===== src/rtl/hive_alu_mux_pipe_pkg.sv =====
// Shared widths, packed stage-index tables and select helpers for the ALU result mux pipeline.
package hive_alu_mux_pipe_pkg;

  localparam int ALU_W_DEF = 32;
  localparam int FLG_W_DEF = 4;
  localparam int STG_W     = 8;
  localparam int SRC_MAX   = 16;

  // One STG_W-bit stage index per source, source k at bits [k*STG_W +: STG_W].
  typedef logic [SRC_MAX*STG_W-1:0] stg_arr_t;

  localparam stg_arr_t SRC_STG_DEF = stg_arr_t'({8'd5, 8'd4, 8'd3, 8'd3, 8'd3, 8'd3});
  localparam stg_arr_t FLG_STG_DEF = stg_arr_t'({8'd6, 8'd4, 8'd3, 8'd3, 8'd3, 8'd3});

  function automatic logic [STG_W-1:0] stg_get(input stg_arr_t arr, input int k);
    return arr[k*STG_W +: STG_W];
  endfunction

  // True when at most one bit of the select is set.
  function automatic logic onehot_chk(input logic [SRC_MAX-1:0] vec);
    return ((vec & (vec - SRC_MAX'(1))) == {SRC_MAX{1'b0}});
  endfunction

endpackage


===== src/rtl/hive_alu_mux_stg.sv =====
// One result-pipe stage: pass-through register with taps for the sources scheduled at this stage.
module hive_alu_mux_stg
  import hive_alu_mux_pipe_pkg::*;
#(
  parameter int               ALU_W   = ALU_W_DEF,
  parameter int               FLG_W   = FLG_W_DEF,
  parameter int               SRC_N   = 6,
  parameter stg_arr_t         SRC_STG = SRC_STG_DEF,
  parameter stg_arr_t         FLG_STG = FLG_STG_DEF,
  parameter logic [SRC_N-1:0] FLG_EN  = SRC_N'(6'b100011),
  parameter logic [STG_W-1:0] STG     = 8'd0
) (
  input  logic                   clk_i,
  input  logic                   rst_n_i,
  input  logic                   en_i,
  input  logic [SRC_N-1:0]       sel_i,
  input  logic [SRC_N*ALU_W-1:0] src_data_i,
  input  logic [SRC_N*FLG_W-1:0] src_flg_i,
  input  logic [ALU_W-1:0]       dat_i,
  input  logic [FLG_W-1:0]       flg_i,
  output logic [ALU_W-1:0]       dat_o,
  output logic [FLG_W-1:0]       flg_o
);

  logic [ALU_W-1:0] dat_nxt_s;
  logic [FLG_W-1:0] flg_nxt_s;
  logic [ALU_W-1:0] dat_r;
  logic [FLG_W-1:0] flg_r;
  logic             unused_s;

  // Sources tapped elsewhere leave parts of the shared buses unread here.
  assign unused_s = ^{sel_i, src_data_i, src_flg_i};

  // Tap the selected source when it lands here; non-flag sources clear the flags once
  always_comb begin
    dat_nxt_s = dat_i;
    flg_nxt_s = flg_i;
    for (int k = 0; k < SRC_N; k++) begin
      if (sel_i[k] && (stg_get(SRC_STG, k) == STG)) begin
        dat_nxt_s = src_data_i[k*ALU_W +: ALU_W];
        if (!FLG_EN[k]) begin
          flg_nxt_s = {FLG_W{1'b0}};
        end else begin
          flg_nxt_s = flg_nxt_s;
        end
      end else begin
        dat_nxt_s = dat_nxt_s;
      end
      if (sel_i[k] && FLG_EN[k] && (stg_get(FLG_STG, k) == STG)) begin
        flg_nxt_s = src_flg_i[k*FLG_W +: FLG_W];
      end else begin
        flg_nxt_s = flg_nxt_s;
      end
    end
  end

  // Stage register, frozen while the pipe is stalled
  always_ff @(posedge clk_i or negedge rst_n_i) begin
    if (!rst_n_i) begin
      dat_r <= {ALU_W{1'b0}};
      flg_r <= {FLG_W{1'b0}};
    end else if (en_i) begin
      dat_r <= dat_nxt_s;
      flg_r <= flg_nxt_s;
    end
  end

  assign dat_o = dat_r;
  assign flg_o = flg_r;

endmodule


===== src/rtl/hive_alu_mux_pipe.sv =====
// Stallable ALU result mux: a one-hot select travels with the op and each source merges at its own stage.
module hive_alu_mux_pipe
  import hive_alu_mux_pipe_pkg::*;
#(
  parameter int               ALU_W   = ALU_W_DEF,
  parameter int               FLG_W   = FLG_W_DEF,
  parameter int               SRC_N   = 6,
  parameter int               DEPTH   = 6,
  parameter stg_arr_t         SRC_STG = SRC_STG_DEF,
  parameter stg_arr_t         FLG_STG = FLG_STG_DEF,
  parameter logic [SRC_N-1:0] FLG_EN  = SRC_N'(6'b100011),
  parameter int               CNT_W   = 8
) (
  input  logic                   clk_i,
  input  logic                   rst_n_i,
  input  logic                   en_i,
  input  logic                   vld_i,
  input  logic [SRC_N-1:0]       sel_i,
  input  logic [SRC_N*ALU_W-1:0] src_data_i,
  input  logic [SRC_N*FLG_W-1:0] src_flg_i,
  input  logic                   err_clr_i,
  output logic [ALU_W-1:0]       result_o,
  output logic [FLG_W-1:0]       flg_o,
  output logic                   vld_o,
  output logic                   err_o,
  output logic [CNT_W-1:0]       err_cnt_o
);

  logic [SRC_N-1:0] sel0_s;
  logic             sel_err_s;
  logic [SRC_N-1:0] sel_stg_s [0:DEPTH-1];
  logic [SRC_N-1:0] sel_r     [1:DEPTH];
  logic [DEPTH:1]   vld_r;
  logic [ALU_W-1:0] dat_s     [0:DEPTH];
  logic [FLG_W-1:0] flg_s     [0:DEPTH];
  logic             err_r;
  logic [CNT_W-1:0] err_cnt_r;

  for (genvar k = 0; k < SRC_N; k++) begin : g_chk
    if (stg_get(SRC_STG, k) >= STG_W'(DEPTH)) begin : g_src_rng
      $error("hive_alu_mux_pipe: SRC_STG entry must be below DEPTH");
    end
    if (stg_get(FLG_STG, k) < stg_get(SRC_STG, k)) begin : g_flg_early
      $error("hive_alu_mux_pipe: FLG_STG entry precedes its SRC_STG entry");
    end
    if (stg_get(FLG_STG, k) > STG_W'(DEPTH)) begin : g_flg_rng
      $error("hive_alu_mux_pipe: FLG_STG entry beyond DEPTH");
    end
  end
  if ((SRC_N < 2) || (DEPTH < 2) || (SRC_N > SRC_MAX)) begin : g_dim_chk
    $error("hive_alu_mux_pipe: SRC_N/DEPTH out of range");
  end

  // Highest set bit wins; an empty select falls back to the default source
  always_comb begin
    sel0_s = SRC_N'(1);
    for (int k = 0; k < SRC_N; k++) begin
      sel0_s = sel_i[k] ? (SRC_N'(1) << k) : sel0_s;
    end
    sel_err_s = en_i & vld_i & ~onehot_chk(SRC_MAX'(sel_i));
  end

  // Select/valid delay line alongside the data stages
  always_ff @(posedge clk_i or negedge rst_n_i) begin
    if (!rst_n_i) begin
      for (int s = 1; s <= DEPTH; s++) begin
        sel_r[s] <= {SRC_N{1'b0}};
      end
      vld_r <= {DEPTH{1'b0}};
    end else if (en_i) begin
      sel_r[1] <= sel0_s;
      vld_r[1] <= vld_i;
      for (int s = 2; s <= DEPTH; s++) begin
        sel_r[s] <= sel_r[s-1];
        vld_r[s] <= vld_r[s-1];
      end
    end
  end

  // Sticky error flag and saturating counter; a clear coinciding with an error restarts at one
  always_ff @(posedge clk_i or negedge rst_n_i) begin
    if (!rst_n_i) begin
      err_r     <= 1'b0;
      err_cnt_r <= {CNT_W{1'b0}};
    end else if (en_i) begin
      if (err_clr_i) begin
        err_r     <= sel_err_s;
        err_cnt_r <= sel_err_s ? CNT_W'(1) : {CNT_W{1'b0}};
      end else if (sel_err_s) begin
        err_r <= 1'b1;
        if (err_cnt_r != {CNT_W{1'b1}}) begin
          err_cnt_r <= err_cnt_r + CNT_W'(1);
        end
      end
    end
  end

  assign sel_stg_s[0] = sel0_s;
  for (genvar s = 1; s < DEPTH; s++) begin : g_sel
    assign sel_stg_s[s] = sel_r[s];
  end

  assign dat_s[0] = {ALU_W{1'b0}};
  assign flg_s[0] = {FLG_W{1'b0}};

  for (genvar s = 0; s < DEPTH; s++) begin : g_stg
    hive_alu_mux_stg #(
      .ALU_W  (ALU_W),
      .FLG_W  (FLG_W),
      .SRC_N  (SRC_N),
      .SRC_STG(SRC_STG),
      .FLG_STG(FLG_STG),
      .FLG_EN (FLG_EN),
      .STG    (STG_W'(s))
    ) u_stg (
      .clk_i     (clk_i),
      .rst_n_i   (rst_n_i),
      .en_i      (en_i),
      .sel_i     (sel_stg_s[s]),
      .src_data_i(src_data_i),
      .src_flg_i (src_flg_i),
      .dat_i     (dat_s[s]),
      .flg_i     (flg_s[s]),
      .dat_o     (dat_s[s+1]),
      .flg_o     (flg_s[s+1])
    );
  end

  // Sources whose flags arrive at the output stage bypass the flag register
  always_comb begin
    flg_o = flg_s[DEPTH];
    for (int k = 0; k < SRC_N; k++) begin
      flg_o = (sel_r[DEPTH][k] && FLG_EN[k] && (stg_get(FLG_STG, k) == STG_W'(DEPTH)))
              ? src_flg_i[k*FLG_W +: FLG_W] : flg_o;
    end
  end

  assign result_o  = dat_s[DEPTH];
  assign vld_o     = vld_r[DEPTH];
  assign err_o     = err_r;
  assign err_cnt_o = err_cnt_r;

endmodule


===== config.mk =====
export PLATFORM = sky130hd
export DESIGN_NAME = hive_alu_mux_pipe
export DESIGN_NICKNAME = d
export VERILOG_FILES = /design/src/rtl/hive_alu_mux_pipe_pkg.sv /design/src/rtl/hive_alu_mux_stg.sv /design/src/rtl/hive_alu_mux_pipe.sv
export SDC_FILE = /design/constraint.sdc
export NUM_CORES = 1
export LEC_CHECK = 0
export ABC_AREA = 1
export BUFFER_PORTS_ARGS = -buffer_cell sky130_fd_sc_hd__buf_2
export CAP_MARGIN = 25
export CORE_MARGIN = 8
export CORE_UTILIZATION = 57
export CTS_CLUSTER_SIZE = 24
export DETAILED_ROUTE_END_ITERATION = 12
export PLACE_DENSITY = 0.89
export SLEW_MARGIN = 20
export SYNTH_ARGS = -nofsm -noshare
export SYNTH_HDL_FRONTEND = slang
export SYNTH_HIERARCHICAL = 1
export SYNTH_SLANG_ARGS = --single-unit
export TNS_END_PERCENT = 100

===== constraint.sdc =====
create_clock -name clk_i -period 1.63 [get_ports clk_i]
set_clock_uncertainty 0.1 [all_clocks]
set_input_delay 0.326 -clock clk_i [delete_from_list [all_inputs] [get_ports clk_i]]
set_output_delay 0.326 -clock clk_i [all_outputs]
set_load 0.02 [all_outputs]

==> flow_metrics.env, run 1 <==
export IMPL_relSlewSlack_pct=50.5
export IMPL_cts_tree="built"
export IMPL_ant_nets=0
export IMPL_cts_sinks=253
export IMPL_holdCritPathClass="in2reg"
export IMPL_antenna_found_initial=12
export IMPL_dp_slack_ns=-0.134
export IMPL_required_ns=1.20
export IMPL_hold_viol_final=0
export IMPL_p_leak_nw=9.04
export IMPL_power_density_mw_per_mm2=1110
export IMPL_port_buffers=260
export IMPL_root_buffer="clkbuf_16"
export IMPL_rsz0062_at_grt="yes"
export IMPL_critPathCaptureType="output port"
export IMPL_placed_area_sq_mm=0.0143
export IMPL_stdcell_count=2357
export IMPL_worst_setup_path_type="reg2out"
export IMPL_viasPerCell=5.05
export IMPL_setup_tns_ns=-0.457
export IMPL_holdWs_ns=0.0125
export IMPL_period_minus_slack_ns=1.75
export IMPL_clk_pin_slew_ns=0.06
export IMPL_switching_share_pct=30.0
export IMPL_yosysWarnings=6
export IMPL_syn_inst=1721
export IMPL_fin_ws_ns=-0.119
export IMPL_ir_drop_mv=0.794
export IMPL_critPathMaxFanout=5
export IMPL_core_sq_mm=0.0224
export IMPL_status="complete, but fails checks"
export IMPL_cp_start_kind="flip-flop"
export IMPL_grt_util_all_layers_pct=25.0
export IMPL_htreeDepth=1
export IMPL_pin_count=273
export IMPL_grt_pass1_vias=11600
export IMPL_cts_buffers_inserted=27
export IMPL_final_core_util_pct=70.7
export IMPL_clock_power_share_pct=35.8
export IMPL_drt_total_wl_microns=35400
export IMPL_clockBufferDepth=3
export IMPL_syn_area_per_cell_sq_um=7.44
export IMPL_vias=11900
export IMPL_place_congestion=0.936
export IMPL_drv_cap=0
export IMPL_internal_power_mw=12.3
export IMPL_synthesis_area_sq_mm=0.0128
export IMPL_stdcell_area_sq_mm=0.0158
export IMPL_post_route_drc_count=0
export IMPL_setup_viol=4
export IMPL_start_util_pct=57.3
export IMPL_seq_power_share_pct=43.7
export IMPL_die_area_sq_mm=0.0275
export IMPL_dpl_hpwl_microns=24000
export IMPL_syn_to_final_growth_pct=23.5
export IMPL_drive_gt1_share_pct=21.1
export IMPL_grt_max_degree=69
export IMPL_worst_slew_pin_slew_ns=0.733
export IMPL_total_power_mw=17.6
export IMPL_fin_nets=2270
export IMPL_slew_violations=0
export IMPL_die_y_microns=166
export IMPL_die_w_microns=166
export IMPL_dr_pass1_iters=6
export IMPL_clock_latency_ns=0.54
export IMPL_wl_per_cell_microns=15.0
export IMPL_fp_row_count=55
export IMPL_p_comb_share_pct=20.4
export IMPL_placed_cells=2245
export IMPL_arrival_ns=1.32
export IMPL_drt_iter0_markers=1342
export IMPL_power_switching_mw=5.27
export IMPL_max_freq_mhz=572
export IMPL_period_share_pct=107
export IMPL_violations="negative setup slack"
export IMPL_overflow=0
export IMPL_grt_pass1_wl_microns=57500
## final timing paths
check,startpoint,end,slack (ns),depth (start not counted)
worst min register to register,g_stg[1].u_stg/dat_o[30]$_DFFE_PN0P_,g_stg[2].u_stg/dat_o[30]$_DFFE_PN0P_,0.35,2
worst max register to register,err_cnt_o[0]$_DFFE_PN0P_,err_cnt_o[2]$_DFFE_PN0P_,0.07,9
max in group asynchronous,rst_n_i,err_cnt_o[1]$_DFFE_PN0P_,0.68,3
min in group asynchronous,rst_n_i,g_stg[4].u_stg/dat_o[0]$_DFFE_PN0P_,0.16,2
worst min-delay path,src_data_i[176],g_stg[5].u_stg/dat_o[16]$_DFFE_PN0P_,0.01,5
worst max-delay path,sel_r[5]$_DFFE_PN0P_,flg_o[2],-0.12,4
## per-layer routing
layer  global-route usage, %  share of wire, %  routed length [microns]
met5                       0              0.13                       46
met4                    10.7               4.1                     1440
met2                    42.2                48                    17200
met3                    5.30               7.1                     2510
met1                    30.8                40                    14300
## layout by cell type, fill, tap and decap left out, types with 6 or more instances in the layout
cell type      instances
nand2_1              813
nand3_2               10
nor2_1               119
clkbuf_8               6
o21ai_0               18
inv_1                160
diode_2                9
buf_4                 23
conb_1                36
clkbuf_16             27
clkinv_2               7
dlygate4sd3_1         50
dfrtp_1              246
buf_12                10
buf_2                254
nand2_2               50
dfrtp_2                7
nand3_1              108
a21oi_1               62
a21oi_2                7
## worst max-delay path, cell delays in order, from the launching register on
cell and delay (ns):
dfrtp_2 0.45, inv_4 0.10, nand2_2 0.06, nand2_2 0.07, buf_6 0.11
## flip-flops by register name, summed over array words and instances (netlist names)
name               count
vld_r                  6
sel_r                 22
g_stg.u_stg/dat_o    192
err_o                  1
g_stg.u_stg/flg_o     24
err_cnt_o              8
## area by class of cell
cell class | count | area, sq um
fillers | 1674 | 6540
clock inverters | 12 | 145
multi-input cells | 1245 | 5270
repair buffers | 343 | 2220
diodes | 9 | 22.5
well taps | 285 | 357
flip-flops and latches | 253 | 6340
clock buffers | 38 | 777
inverters | 172 | 696
## repair_timing
| item | in CTS | in global routing |
|---|---|---|
| setup endpoints to repair | 8 | 15 |
| pin swaps | 2 | 7 |
| cloned | 0 | 1 |
| resized for setup | 11 | 19 |
| endpoints found under the hold margin | 302 | 0 |
| hold buffers | 50 | 0 |
| setup buffers | 2 | 0 |
## power by group through the flow
stage                     Clock [mW]  Combinational (mW)  Sequential [mW]
final                           6.30                3.59             7.68
after global routing            6.67                4.02             7.78
after CTS                       6.39                3.53             7.66
after detailed placement           0                3.36             7.76
after global placement             0                3.27             7.72
after floorplan                    0                2.21             7.83
Power figures use the tool's default switching activity.
==> run 2, diff against run 1 <==
--- a/config.mk
+++ b/config.mk
@@ -12,7 +12,7 @@
 export CORE_UTILIZATION = 57
 export CTS_CLUSTER_SIZE = 24
 export DETAILED_ROUTE_END_ITERATION = 12
-export PLACE_DENSITY = 0.89
+export PLACE_DENSITY = 0.86
 export SLEW_MARGIN = 20
 export SYNTH_ARGS = -nofsm -noshare
 export SYNTH_HDL_FRONTEND = slang
==> flow_metrics.env, run 2 (synthesized netlist as in run 1, its figures left out) <==
export IMPL_fin_ws_ns=-0.107
export IMPL_ir_drop_mv=0.677
export IMPL_ant_nets=0
export IMPL_fin_nets=2245
export IMPL_cts_tree="built"
export IMPL_period_share_pct=107
export IMPL_antenna_found_initial=11
export IMPL_final_common_cell="nand2_1"
export IMPL_critPathMaxFanout=5
export IMPL_setup_viol=4
export IMPL_rsz0062_at_grt="yes"
export IMPL_placed_cells=2246
export IMPL_grt_pass1_wl_microns=56400
export IMPL_violations="negative setup slack"
export IMPL_p_leak_nw=8.89
export IMPL_power_density_mw_per_mm2=1090
export IMPL_total_power_mw=16.8
export IMPL_stdcell_area_sq_mm=0.0155
export IMPL_placed_area_sq_mm=0.0143
export IMPL_fp_row_count=55
export IMPL_start_util_pct=57.3
export IMPL_setup_tns_ns=-0.392
export IMPL_holdWs_ns=0.00670
export IMPL_dr_pass1_iters=5
export IMPL_viasPerCell=4.98
export IMPL_cts_buffers_inserted=26
export IMPL_post_route_drc_count=0
export IMPL_period_minus_slack_ns=1.74
export IMPL_clk_pin_slew_ns=0.06
export IMPL_r2r_slack_ns=0.06
export IMPL_vias=11600
export IMPL_critPathCaptureType="output port"
export IMPL_wl_per_cell_microns=14.9
export IMPL_grt_util_all_layers_pct=24.6
export IMPL_grt_max_degree=64
export IMPL_dpl_hpwl_microns=24200
export IMPL_drt_iter0_markers=1139
export IMPL_root_buffer="clkbuf_16"
export IMPL_clock_latency_ns=0.52
export IMPL_core_sq_mm=0.0224
export IMPL_final_cell_mix="nand2_1 (816), buf_2 (252), dfrtp_1 (246)"
export IMPL_die_w_microns=166
export IMPL_syn_to_final_growth_pct=20.8
export IMPL_cp_start_kind="flip-flop"
export IMPL_pin_count=273
export IMPL_drt_total_wl_microns=34600
export IMPL_die_y_microns=166
export IMPL_status="complete, but fails checks"
export IMPL_holdCritPathClass="in2reg"
export IMPL_stdcell_count=2328
export IMPL_place_congestion=0.925
export IMPL_required_ns=1.20
export IMPL_clockBufferDepth=3
export IMPL_worst_setup_path_type="reg2out"
export IMPL_max_freq_mhz=576
export IMPL_overflow=0
export IMPL_dp_slack_ns=0.0110
export IMPL_arrival_ns=1.31
export IMPL_slew_violations=0
export IMPL_largest_reg_flops=192
export IMPL_port_buffers=260
export IMPL_drv_cap=0
export IMPL_final_core_util_pct=69.2
export IMPL_htreeDepth=1
export IMPL_hold_viol_final=0
export IMPL_cts_sinks=253
export IMPL_drive_gt1_share_pct=20.9
export IMPL_grt_pass1_vias=11300
export IMPL_fill_cells=1812
export IMPL_die_area_sq_mm=0.0275
==> run 2: metal layers <==
layer | global-route usage, % | routed length [microns] | vias to the layer above
met2 | 40.3 | 16300 | 393
met3 | 4.97 | 2260 | 100
met1 | 31.8 | 14800 | 5310
met5 | 0 | 49 | -
met4 | 9.29 | 1250 | 8
li1 | - | - | 5771
==> run 2: area by class of cell <==
cell class,instances,area (sq um),area share [%]
Tap cell,285,357,2.31
Inverter,172,696,4.50
Multi-Input combinational cell,1245,5260,34.0
Timing Repair Buffer,319,1990,12.8
Clock buffer,40,785,5.07
Clock inverter,5,25.0,0.162
Sequential cell,253,6340,41.0
Antenna cell,9,22.5,0.146
==> run 2: timing repair <==
item                                    4_1_cts  5_1_grt
endpoints found under the setup margin        8       14
hold endpoints to repair                    276        0
resized for setup                            20       10
pin swaps                                     3        5
setup buffers                                 2        2
cloned                                        1        0
hold buffers                                 24        0
==> run 2: path summary, 6_finish.rpt <==
check	startpoint	endpoint	depth (start not counted)
setup reg to reg	err_cnt_o[0]$_DFFE_PN0P_	err_cnt_o[4]$_DFFE_PN0P_	8
min in group asynchronous	rst_n_i	g_stg[5].u_stg/dat_o[4]$_DFFE_PN0P_	2
max in group asynchronous	rst_n_i	err_cnt_o[5]$_DFFE_PN0P_	3
hold / removal	src_data_i[89]	g_stg[3].u_stg/dat_o[25]$_DFFE_PN0P_	3
hold reg to reg	g_stg[1].u_stg/dat_o[20]$_DFFE_PN0P_	g_stg[2].u_stg/dat_o[20]$_DFFE_PN0P_	2
setup / recovery	sel_r[5]$_DFFE_PN0P_	flg_o[3]	4
==> run 2: critical path, stage by stage (launching register included) <==
cell and delay (ns):
dfrtp_2 0.45, inv_4 0.09, nand2_1 0.07, nand2_2 0.08, buf_6 0.12
==> run 2: power by group <==
| group | total [mW] | switching, mW | internal (mW) |
|---|---|---|---|
| Clock | 5.65 | 2.37 | 3.29 |
| Sequential | 7.66 | 0.514 | 7.14 |
| Combinational | 3.53 | 2.22 | 1.31 |
| Total | 16.8 | 5.10 | 11.7 |
